$ cat src/rtl/input_port_request_ctrl.sv
// -----------------------------------------------------------------------------
// input_port_request_ctrl
//
// Per-input-port request controller of a 2D-mesh router. It watches the head
// of the input FIFO (first-word-fall-through), computes the XY route of each
// packet's head flit and holds a one-hot request toward that output port until
// the whole packet has crossed. It then drops the request for one cycle so the
// output allocator sees the release before any new request. Flits are paced
// by grant plus downstream credit.
//
// Flit type in bits [FLIT_W-1:FLIT_W-2]: 01 head, 00 body, 10 tail,
// 11 single (head+tail). A head flit carries dest X in [3:2], dest Y in [1:0].
//
// Ports
//   clk, rst_n        clock, asynchronous active-low reset
//   fifo_empty        input FIFO is empty
//   fifo_data         FIFO head flit (FWFT)
//   fifo_rd           pop the FIFO this cycle
//   req_*             one-hot request to the output allocators
//   grant_*           output port granted to this input
//   credit_avail      downstream space per output {south,east,north,west,local}
//   flit_valid        fifo_data is driven into the crossbar this cycle
//   sel_port          crossbar select 0 local,1 west,2 north,3 east,4 south; 7 idle
//   pkt_err           (IPRC_PKT_ERR_DROP_EN only) sticky stray-flit error flag
//
// Build option
//   IPRC_PKT_ERR_DROP_EN  when defined, a body/tail flit found at the FIFO head
//                         while idle is popped and discarded and pkt_err is set.
//                         When undefined, every flit seen while idle is routed
//                         as a head flit.
// -----------------------------------------------------------------------------
module input_port_request_ctrl #(
  parameter int FLIT_W = 16,
  parameter int CUR_X  = 0,
  parameter int CUR_Y  = 0
) (
  input  logic              clk,
  input  logic              rst_n,
  input  logic              fifo_empty,
  input  logic [FLIT_W-1:0] fifo_data,
  output logic              fifo_rd,
  output logic              req_local,
  output logic              req_west,
  output logic              req_north,
  output logic              req_east,
  output logic              req_south,
  input  logic              grant_local,
  input  logic              grant_west,
  input  logic              grant_north,
  input  logic              grant_east,
  input  logic              grant_south,
  input  logic [4:0]        credit_avail,
`ifdef IPRC_PKT_ERR_DROP_EN
  output logic              pkt_err,
`endif
  output logic              flit_valid,
  output logic [2:0]        sel_port
);

  localparam logic [2:0] PORT_LOCAL = 3'd0;
  localparam logic [2:0] PORT_WEST  = 3'd1;
  localparam logic [2:0] PORT_NORTH = 3'd2;
  localparam logic [2:0] PORT_EAST  = 3'd3;
  localparam logic [2:0] PORT_SOUTH = 3'd4;
  localparam logic [2:0] PORT_NONE  = 3'd7;

  localparam logic [1:0] CX = CUR_X[1:0];
  localparam logic [1:0] CY = CUR_Y[1:0];

  typedef enum logic [1:0] {
    S_IDLE,
    S_REQ,
    S_ACTIVE,
    S_RELEASE
  } state_e;

  state_e     state_q;
  logic [2:0] port_q;
  logic [4:0] req_q;    // {south, east, north, west, local}

  logic [2:0] route_d;
  logic       is_head;
  logic       is_tail;
  logic       head_ok;
  logic       drop;
  logic       xfer;
  logic [7:0] grant_pad;
  logic [7:0] credit_pad;

  assign is_head = fifo_data[FLIT_W-2];   // head (01) or single (11)
  assign is_tail = fifo_data[FLIT_W-1];   // tail (10) or single (11)

  // Port register only ever holds 0..4; padding to 8 keeps the index in range.
  assign grant_pad  = {3'b000, grant_south, grant_east, grant_north, grant_west, grant_local};
  assign credit_pad = {3'b000, credit_avail};

  // XY routing of the flit currently at the FIFO head: resolve X first, then Y.
  // NOTE: every always_comb output gets a default first so no path can leave it
  // unassigned, which would otherwise infer a latch.
  always_comb begin
    route_d = PORT_LOCAL;
    if (fifo_data[3:2] > CX)      route_d = PORT_EAST;
    else if (fifo_data[3:2] < CX) route_d = PORT_WEST;
    else if (fifo_data[1:0] > CY) route_d = PORT_SOUTH;
    else if (fifo_data[1:0] < CY) route_d = PORT_NORTH;
  end

  // A flit moves only when the held port is granted, has downstream space and
  // there is something to send.
  assign xfer = (state_q == S_ACTIVE) & grant_pad[port_q] & credit_pad[port_q] & ~fifo_empty;

`ifdef IPRC_PKT_ERR_DROP_EN
  // Only genuine head flits open a packet; strays are discarded while idle.
  assign head_ok = is_head;
  assign drop    = (state_q == S_IDLE) & ~fifo_empty & ~is_head;

  logic pkt_err_q;

  always_ff @(posedge clk or negedge rst_n) begin
    if (!rst_n)    pkt_err_q <= 1'b0;
    else if (drop) pkt_err_q <= 1'b1;
  end

  assign pkt_err = pkt_err_q;

  logic unused_ok;
  assign unused_ok = ^fifo_data[FLIT_W-3:4];
`else
  // Whatever sits at the FIFO head while idle is treated as a head flit.
  assign head_ok = 1'b1;
  assign drop    = 1'b0;

  logic unused_ok;
  assign unused_ok = ^{fifo_data[FLIT_W-3:4], is_head};
`endif

  assign fifo_rd    = xfer | drop;
  assign flit_valid = xfer;
  assign sel_port   = (state_q == S_ACTIVE) ? port_q : PORT_NONE;

  assign req_local = req_q[0];
  assign req_west  = req_q[1];
  assign req_north = req_q[2];
  assign req_east  = req_q[3];
  assign req_south = req_q[4];

  // NOTE: sequential state uses non-blocking assignments so every register
  // samples the pre-edge values, independent of statement order.
  always_ff @(posedge clk or negedge rst_n) begin
    if (!rst_n) begin
      state_q <= S_IDLE;
      port_q  <= PORT_LOCAL;
      req_q   <= '0;
    end else begin
      unique case (state_q)
        S_IDLE: begin
          // The head flit stays in the FIFO; it is popped as the first transfer.
          if (!fifo_empty && head_ok) begin
            port_q  <= route_d;
            req_q   <= 5'b00001 << route_d;
            state_q <= S_REQ;
          end
        end
        S_REQ: begin
          if (grant_pad[port_q]) state_q <= S_ACTIVE;
        end
        S_ACTIVE: begin
          if (xfer && is_tail) begin
            req_q   <= '0;
            state_q <= S_RELEASE;
          end
        end
        S_RELEASE: begin
          // One request-free cycle lets the allocator observe the release.
          state_q <= S_IDLE;
        end
        default: state_q <= S_IDLE;
      endcase
    end
  end

endmodule

$ cat config.mk
export PLATFORM = sky130hd
export DESIGN_NAME = input_port_request_ctrl
export DESIGN_NICKNAME = d
export VERILOG_FILES = /design/src/rtl/input_port_request_ctrl.sv
export SDC_FILE = /design/constraint.sdc
export NUM_CORES = 1
export LEC_CHECK = 0
export CAP_MARGIN = 20
export CORE_MARGIN = 8
export CORE_UTILIZATION = 39
export CTS_BUF_LIST = sky130_fd_sc_hd__clkbuf_8
export DETAILED_ROUTE_END_ITERATION = 10
export PLACE_DENSITY = 0.86
export SYNTH_ARGS = -nofsm -noshare
export SYNTH_HDL_FRONTEND = slang
export SYNTH_SLANG_ARGS = --single-unit
$ cat constraint.sdc
create_clock -name clk -period 2.6 [get_ports clk]
set_input_delay 0.52 -clock clk [delete_from_list [all_inputs] [get_ports clk]]
set_output_delay 0.52 -clock clk [all_outputs]
set_load 0.01 [all_outputs]
=== Word-level counts from Yosys, hierarchy flattened ===
Index checks and enable logic that the tools add are counted.
W data, S select, Z words.

* Input port bits: 29
* Register bits: 10
* Logic and storage cells: 41

* Mux-type cells: 16
* Reductions and logical operators: 6
* Equality and inequality tests: 6
* Bitwise gates (word level): 4
* Magnitude comparators: 5
* Shifts and indexed selects: 1

{| class="wikitable"
|+ Operators with widths
! cell !! count
|-
| $mux W3 || 4
|-
| $mux W5 || 2
|-
| $pmux W5 S2 || 1
|-
| $mux W2 || 4
|-
| $pmux W2 S4 || 1
|-
| $bmux W1 S3 || 2
|-
| $reduce_and A3 Y1 || 2
|-
| $shl A1 B3 Y5 const A || 1
|-
| $eq A2 B2 Y1 const B || 2
|-
| $gt A2 B1 Y1 const B || 2
|-
| $lt A2 B1 Y1 const B || 2
|-
| $lt A3 B4 Y1 const B || 1
|-
| $ne A2 B2 Y1 const B || 2
|-
| $and A1 B1 Y1 || 3
|-
| $eq A2 B1 Y1 const B || 1
|-
| $logic_not A2 Y1 || 1
|-
| $mux W1 || 2
|-
| $ne A2 B1 Y1 const B || 1
|-
| $reduce_and A2 Y1 || 1
|-
| $reduce_bool A2 Y1 || 1
|-
| $logic_and A1 B1 Y1 || 1
|-
| $not A1 Y1 || 1
|}

=== Depth between registers and ports, before layout ===
Gate-level depths: netlist of the first run.

* Depth after elaboration: 8
* Depth in mapped cells: 7
* Mapped depth without buffers: 6

=== Worst setup path after synthesis of the first run ===
Ideal clock, no wire load.

* Kind: register to output
* Start point: register state_q[0]
* End point: output port flit_valid
* Data required time: 2,080 ps
* Arrival: 1,714 ps
* Buffers on the path: 2
* Setup slack: 366 ps
* Stages on the path, launching flop included: 7
* Cells stage by stage: dfrtp_1 inv_1 ha_1 clkbuf_1 inv_1 nor4_1 buf_4

* Word-level cells in the longest chain between the ends: 4

{| class="wikitable"
|+ Ends and longest elaborated chain
! what !! RTL line !! RTL
|-
| start: declaration || 77 || <nowiki>state_e state_q;</nowiki>
|-
| start signal: assignment || 151 || <nowiki>state_q <= S_IDLE;</nowiki>
|-
| start signal: assignment || 161 || <nowiki>state_q <= S_REQ;</nowiki>
|-
| start signal: assignment || 165 || <nowiki>if (grant_pad[port_q]) state_q <= S_ACTIVE;</nowiki>
|-
| $eq A2 B2 Y1 || 110 || <nowiki>assign xfer = (state_q == S_ACTIVE) & grant_pad[port_q] & credit_pad[port_q] & ~fifo_empty;</nowiki>
|-
| $and A1 B1 Y1 (3 in a row) || 110 ||
|-
| end: declaration || 56 || <nowiki>output logic flit_valid,</nowiki>
|}

No other way between the ends.

=== Worst setup path in the final report of the first run ===
* Start point: input port grant_east
* End point: output port flit_valid

* Word-level cells in the longest chain between the ends: 5

{| class="wikitable"
|+ Ends and longest elaborated chain
! what !! RTL line !! RTL
|-
| start: declaration || 50 || <nowiki>input logic grant_east,</nowiki>
|-
| $bmux W1 S3 || 110 ||
|-
| $mux W1 (implied by the code) || 110 ||
|-
| $and A1 B1 Y1 (3 in a row) || 110 ||
|}

No other way between the ends. The select of a mux whose other input is x is not followed.

==> results of run 1 <==
==> critical path, cell delays in order <==
cell             delay (ns)
clkdlybuf4s50_1        0.44
and3b_1                0.19
a21oi_2                0.05
nor4_2                 0.26
dlygate4sd2_1          0.31
==> final cells by class <==
cell class | count | area [µm²]
clock inverters | 1 | 3.75
inverters | 9 | 33.8
multi-input cells | 45 | 355
fillers | 133 | 568
flip-flops and latches | 7 | 175
repair buffers | 27 | 256
clock buffers | 3 | 41.3
well taps | 16 | 20.0
==> Yosys cell counts (all sizes together) (2+ instances only) <==
cell / number / area share
o211ai: 2 / 0.026
nor2: 2 / 0.013
o221ai: 3 / 0.045
o22ai: 2 / 0.021
nand2: 10 / 0.064
or3: 2 / 0.021
a21oi: 2 / 0.030
buf: 4 / 0.051
dfrtp: 7 / 0.30
o21ai: 2 / 0.017
ha: 3 / 0.064
mux2: 2 / 0.045
and3b: 2 / 0.030
inv: 9 / 0.057
a211oi: 2 / 0.034
==> metal layers <==
| layer | global-route usage | wire [µm] |
|---|---|---|
| met1 | 0.127 | 643 |
| met2 | 0.192 | 782 |
| met3 | 0.0380 | 158 |
| met4 | 0.0697 | 31 |
| met5 | 0 | 0 |
==> through the flow <==
| step | power (W) | setup WS [ns] | cells |
|---|---|---|---|
| 2_1_floorplan | 0.000548 | 0.366 | 66 |
| 3_3_place_gp | 0.000741 | -0.0622 | 104 |
| 3_5_place_dp | 0.000766 | -0.0786 | 104 |
| 4_1_cts | 0.000926 | 0.0100 | 108 |
| 5_1_grt | 0.000994 | 0.199 | 108 |
| 6_report | 0.000921 | 0.300 | 108 |
==> power by group through the flow <==
| stage | sequential (W) | combinational (W) | clock [W] |
|---|---|---|---|
| 2_1_floorplan | 0.000205 | 0.000343 | 0 |
| 3_3_place_gp | 0.000202 | 0.000539 | 0 |
| 3_5_place_dp | 0.000205 | 0.000561 | 0 |
| 4_1_cts | 0.000205 | 0.000569 | 0.000153 |
| 5_1_grt | 0.000212 | 0.000625 | 0.000157 |
| 6_report | 0.000205 | 0.000565 | 0.000151 |
==> worst paths after layout <==
| kind | to | slack [ns] | cells after the start |
|---|---|---|---|
| max in group asynchronous | state_q[0] | 1.80 | 1 |
| min | req_q[0] | 0.56 | 1 |
| max | flit_valid | 0.30 | 5 |
| max reg2reg | req_q[0] | 0.72 | 6 |
| min reg2reg | state_q[0] | 0.57 | 1 |
| min in group clk | state_q[0] | 0.57 | 1 |
==> repair_timing <==
item	in CTS	in global routing
setup buffers	0	0
gates resized for setup	2	1
endpoints found under the setup margin	2	1
==> cell families after synthesis <==
family | Yosys count | share of synthesized area
AND/OR/NAND/NOR | 21 | 0.228
AO/OA/AOI/OAI | 17 | 0.245
buffers and inverters | 14 | 0.115
flip-flops | 7 | 0.298
adder cells (fa/ha/maj) | 3 | 0.0638
multiplexers | 2 | 0.0447
other | 1 | 0.00638
==> registers in the layout, summed over array words and instances (netlist names) <==
name,cells
req_q,3
port_q,2
state_q,2
==> run_results.csv, run 1 <==
group,metric,value,unit
run_status,status,"finished clean",
die,num_io_pins,39,
place,dpl.hpwl,1290,µm
detailed_routing,wl_per_cell,15.0,µm
die,initial_utilization,0.404,
cts,cts.sinks,7,
cts,numCtsBuffers,3,
layout,fin_nets,125,
flow_run,cap_violations,0,
logic_synthesis,postSynthCellCount,65,
pwr,p_leak,0.402,nW
pwr,sw_frac_of_total,0.401,
logic_synthesis,seq_area_frac_synth,0.298,
cts,ctsHtreeMaxLevel,1,
timing,setup_violations,0,
timing,max_clock_freq,435,MHz
detailed_routing,remaining_drc_errors,0,
cts,insertion_delay,0.23,ns
pwr,pwr-share-clk,0.164,
worst_setup_path,crit_type,"input port to output port",
worst_setup_path,rr_startpoint,"state_q[0]",
detailed_routing,vias,602,
cts,cts_buffer_depth,2,
cts,cts_tree,"built",
pwr,p_switching,0.000369,W
cts,root_buffer,"clkbuf_8",
worst_setup_path,crit_start,"grant_east",
timing,finalHoldViolCount,0,
place,gp_congestion,0.828,
die,rows,14,
logic_synthesis,syn_avg_cell_area,9.05,µm²
min_path,min_path_type,"input port to async pin",
global_route,grt_pass1_vias,618,
layout,utilization,0.609,
pwr,seq_power_share,0.223,
global_route,overflow,0,
logic_synthesis,ys_warn_count,0,
detailed_routing,vias_per_cell,5.57,
worst_setup_path,cp-end-kind,"output port",
logic_synthesis,synth_ff_type,"dfrtp_1",
pwr,powerDensity,1040,nW/µm²
detailed_routing,drt_pass1_iterations,5,
global_route,antenna_found_initial,0,
global_route,grt_max_degree,10,
die,dieArea,3010,µm²
layout,final_cell_mix,"19 x clkdlybuf4s50_1, 10 x inv_1, 10 x nand2_1",
layout,antenna_cells,0,
pwr,combPwrFrac,0.614,
place,port_buffers,21,
cts,clk_pin_slew,0.04,ns
cts,holdBufCountCts,0,
logic_synthesis,synth_edf_count,0,
detailed_routing,wirelength,1620,µm
die,die_h,54.8,µm
place,post_dp_cell_area,833,µm²
logic_synthesis,synth_area,588,µm²
die,fp.dieW,54.8,µm
timing,final_max_slew_viol_count,0,
layout,drive_above_1_share,0.207,
worst_setup_path,cp_data_required_time,2.08,ns
pwr,ir_drop,0.000505,V
timing,skew,0.00244,ns
logic_synthesis,async_flop_share,1.00,
layout,final_common_cell,"clkdlybuf4s50_1",
worst_setup_path,crit_fanout,2,
timing,hold_ws,0.557,ns
timing,rsz0062_at_grt,"false",
logic_synthesis,ys_types,28,
timing,period_minus_slack,2.30,ns
worst_setup_path,cp-start-kind,"input port",
layout,syn2layout_area_growth,50.6,%
detailed_routing,drt-initial-drc-count,17,
pwr,p_int,0.000551,W
timing,finalCritPeriodShare,0.885,
timing,setup_tns,0,ns
global_route,track_usage,0.117,
global_route,grt_pass1_wl,2580,µm
worst_setup_path,cp.arrival,1.78,ns
layout,final_cell_area,886,µm²
die,core,1450,µm²
logic_synthesis,synth_seq_cells,7,
detailed_routing,ant_nets,0,
Power figures use the tool's default switching activity.
==> inputs of run 2 (changes only) <==
Settings changed: ABC_AREA set to 1, CORE_UTILIZATION 39 to 37.
==> run_results.csv, run 2 <==
group,metric,value,unit
place,dpl.hpwl,989,µm
logic_synthesis,async_flop_share,1.00,
layout,final_cell_mix,"24 x nand2_1, 21 x clkdlybuf4s50_1, 9 x inv_1",
logic_synthesis,synthAdderAreaFrac,0.0698,
worst_setup_path,crit_fanout,2,
logic_synthesis,synth_seq_cells,7,
die,initial_utilization,0.403,
detailed_routing,remaining_drc_errors,0,
logic_synthesis,synth_top_area_share,0.326,
logic_synthesis,ys_warn_count,0,
logic_synthesis,postSynthCellCount,78,
worst_setup_path,critPathTopFamily,"buffers and inverters",
place,dp.cells,111,
cts,root_buffer,"clkbuf_8",
die,fp.dieW,54.1,µm
worst_setup_path,rr_startpoint,"state_q[0]",
detailed_routing,wirelength,1240,µm
layout,stdcell_count,115,
worst_setup_path,r2r_slack,1.20,ns
timing,period_minus_slack,2.48,ns
cts,cts_buffer_depth,2,
die,die_h,54.1,µm
run_status,status,"finished clean",
die,num_io_pins,39,
die,dieArea,2930,µm²
timing,finalCritPeriodShare,0.954,
timing,final_max_slew_viol_count,0,
place,place_ws,0.107,ns
global_route,overflow,0,
worst_setup_path,cp_data_required_time,2.08,ns
timing,setup_violations,0,
worst_setup_path,crit_end,"fifo_rd",
logic_synthesis,netlist_top_cells_count,"24 x nand2_1, 8 x inv_1, 8 x nand3_1",
detailed_routing,ant_nets,0,
global_route,grt_max_degree,8,
timing,max_clock_freq,403,MHz
worst_setup_path,critPathBufInv,3,
worst_setup_path,crit_path_max_incr_delay,0.54,ns
worst_setup_path,crit_chain,"clkdlybuf4s50_1 > inv_1 > nor2_1 > nor2_1 > nor2_2 > and2_1 > clkdlybuf4s50_1",
layout,top_regs,"req_q: 3 flops, port_q: 2 flops, state_q: 2 flops",
worst_setup_path,crit-reg2reg-capture,"req_q[4]",
die,core,1330,µm²
cts,holdBufCountCts,0,
logic_synthesis,synth_area,538,µm²
logic_synthesis,synth_edf_count,0,
flow_run,cap_violations,0,
pwr,powerDensity,1030,nW/µm²
pwr,p_leak,0.395,nW
global_route,track_usage,0.0979,
layout,antenna_cells,0,
place,gp_congestion,0.809,
global_route,grt_pass1_wl,2010,µm
cts,cts_tree,"built",
layout,drive_above_1_share,0.140,
detailed_routing,drt-initial-drc-count,7,
global_route,grt_pass1_vias,504,
worst_setup_path,cp-end-kind,"output port",
worst_setup_path,cp-start-kind,"input port",
global_route,antenna_found_initial,0,
worst_setup_path,crit_type,"input port to output port",
layout,syn2layout_area_growth,45.3,%
worst_setup_path,r2r_cells,11,
cts,post_cts_buffers,0,
detailed_routing,vias,520,
logic_synthesis,synth_most_common_cell,"nand2_1",
timing,finalHoldViolCount,0,
min_path,min_path_type,"flop to flop",
cts,insertion_delay,0.23,ns
logic_synthesis,synth_xor_xnor_area_share,0,
timing,rsz0062_at_grt,"false",
logic_synthesis,ys_types,20,
logic_synthesis,seq_area_frac_synth,0.326,
place,port_buffers,21,
timing,setup_tns,0,ns
logic_synthesis,synth_ff_type,"dfrtp_1",
die,rows,13,
pwr,power,0.000808,W
worst_setup_path,cp.arrival,1.96,ns
layout,max_flop_register,"req_q",
logic_synthesis,synth-compound-area-share,0.0349,
worst_setup_path,crit_start,"credit_avail[0]",
timing,skew,0.00537,ns
detailed_routing,wl_per_cell,10.8,µm
worst_setup_path,crit_cells,7,
cts,cts_resized,0,
logic_synthesis,syn_avg_cell_area,6.90,µm²
cts,clk_pin_slew,0.04,ns
logic_synthesis,synth-simple-area-share,0.409,
logic_synthesis,muxShareOfSynthArea,0,
layout,largest_register_ffs,3,
worst_setup_path,critPathSlowestCell,"clkdlybuf4s50_1",
cts,cts.sinks,7,
layout,fin_nets,133,
timing,hold_ws,0.471,ns
detailed_routing,vias_per_cell,4.52,
layout,final_common_cell,"nand2_1",
cts,numCtsBuffers,3,
logic_synthesis,synth_top_family_by_area,"simple AND/OR/NAND/NOR gates",
logic_synthesis,synth_area_leader_cell,"dfrtp_1",
cts,ctsHtreeMaxLevel,1,
pwr,ir_drop,0.000437,V
detailed_routing,drt_pass1_iterations,2,
timing,setup_slack,0.119,ns
logic_synthesis,synth_area_leaders,"dfrtp_1 33%, nand2_1 17%, nand3_1 7.4%",
run 2: cell types whose count changed after synthesis, moves of 3 or more:
cell	before	now
inv_2	0	3
nor2_1	2	7
nand2_1	10	24
nand3_1	0	8
o221ai_1	3	0
run 2: metrics by stage:
step / util / cell area (µm²)
CTS: 0.586 / 782
floorplan: - / 542
global route: 0.586 / 782
finish: 0.586 / 782
global placement: 0.553 / 737
detailed placement: 0.553 / 737
run 2: metal layers:
layer	vias up	GRT usage	routed length [µm]
met5	-	0	0
met1	219	0.0902	550
met2	20	0.156	542
li1	277	-	-
met3	4	0.0413	101
met4	0	0.0984	46
run 2: how the worst min path moves through the flow:
stage	from	to	cells after the start
final	req_q[3]	req_q[3]	2
after global routing	req_q[4]	req_q[4]	2
after CTS	req_q[3]	req_q[3]	2
after detailed placement	req_q[3]	req_q[3]	2
after global placement	req_q[0]	req_q[0]	2
after floorplan	rst_n	port_q[1]	0
run 2: tightest hold or removal path, cell delays in order (launching register included):
cell and delay [ns]:
dfrtp_1 0.33, nand2_1 0.05, nand2_1 0.05
run 2: cell families after synthesis:
family / after synthesis
AO/OA/AOI/OAI: 3
adder cells (fa/ha/maj): 3
buffers and inverters: 16
flip-flops: 7
other: 1
AND/OR/NAND/NOR: 48
run 2: power breakdown:
| group | total [W] | switching (W) | internal [W] |
|---|---|---|---|
| clock | 0.000152 | 0.0000496 | 0.000102 |
| sequential | 0.000199 | 0.0000379 | 0.000161 |
| combinational | 0.000457 | 0.000251 | 0.000206 |
| total | 0.000808 | 0.000339 | 0.000469 |
run 2: final cells by class:
| class | instances | area [µm²] |
|---|---|---|
| Timing Repair Buffer | 22 | 218 |
| Multi-Input combinational cell | 56 | 284 |
| Clock inverter | 1 | 3.75 |
| Tap cell | 15 | 18.8 |
| Fill cell | 124 | 552 |
| Clock buffer | 3 | 41.3 |
| Sequential cell | 7 | 175 |
| Inverter | 11 | 41.3 |
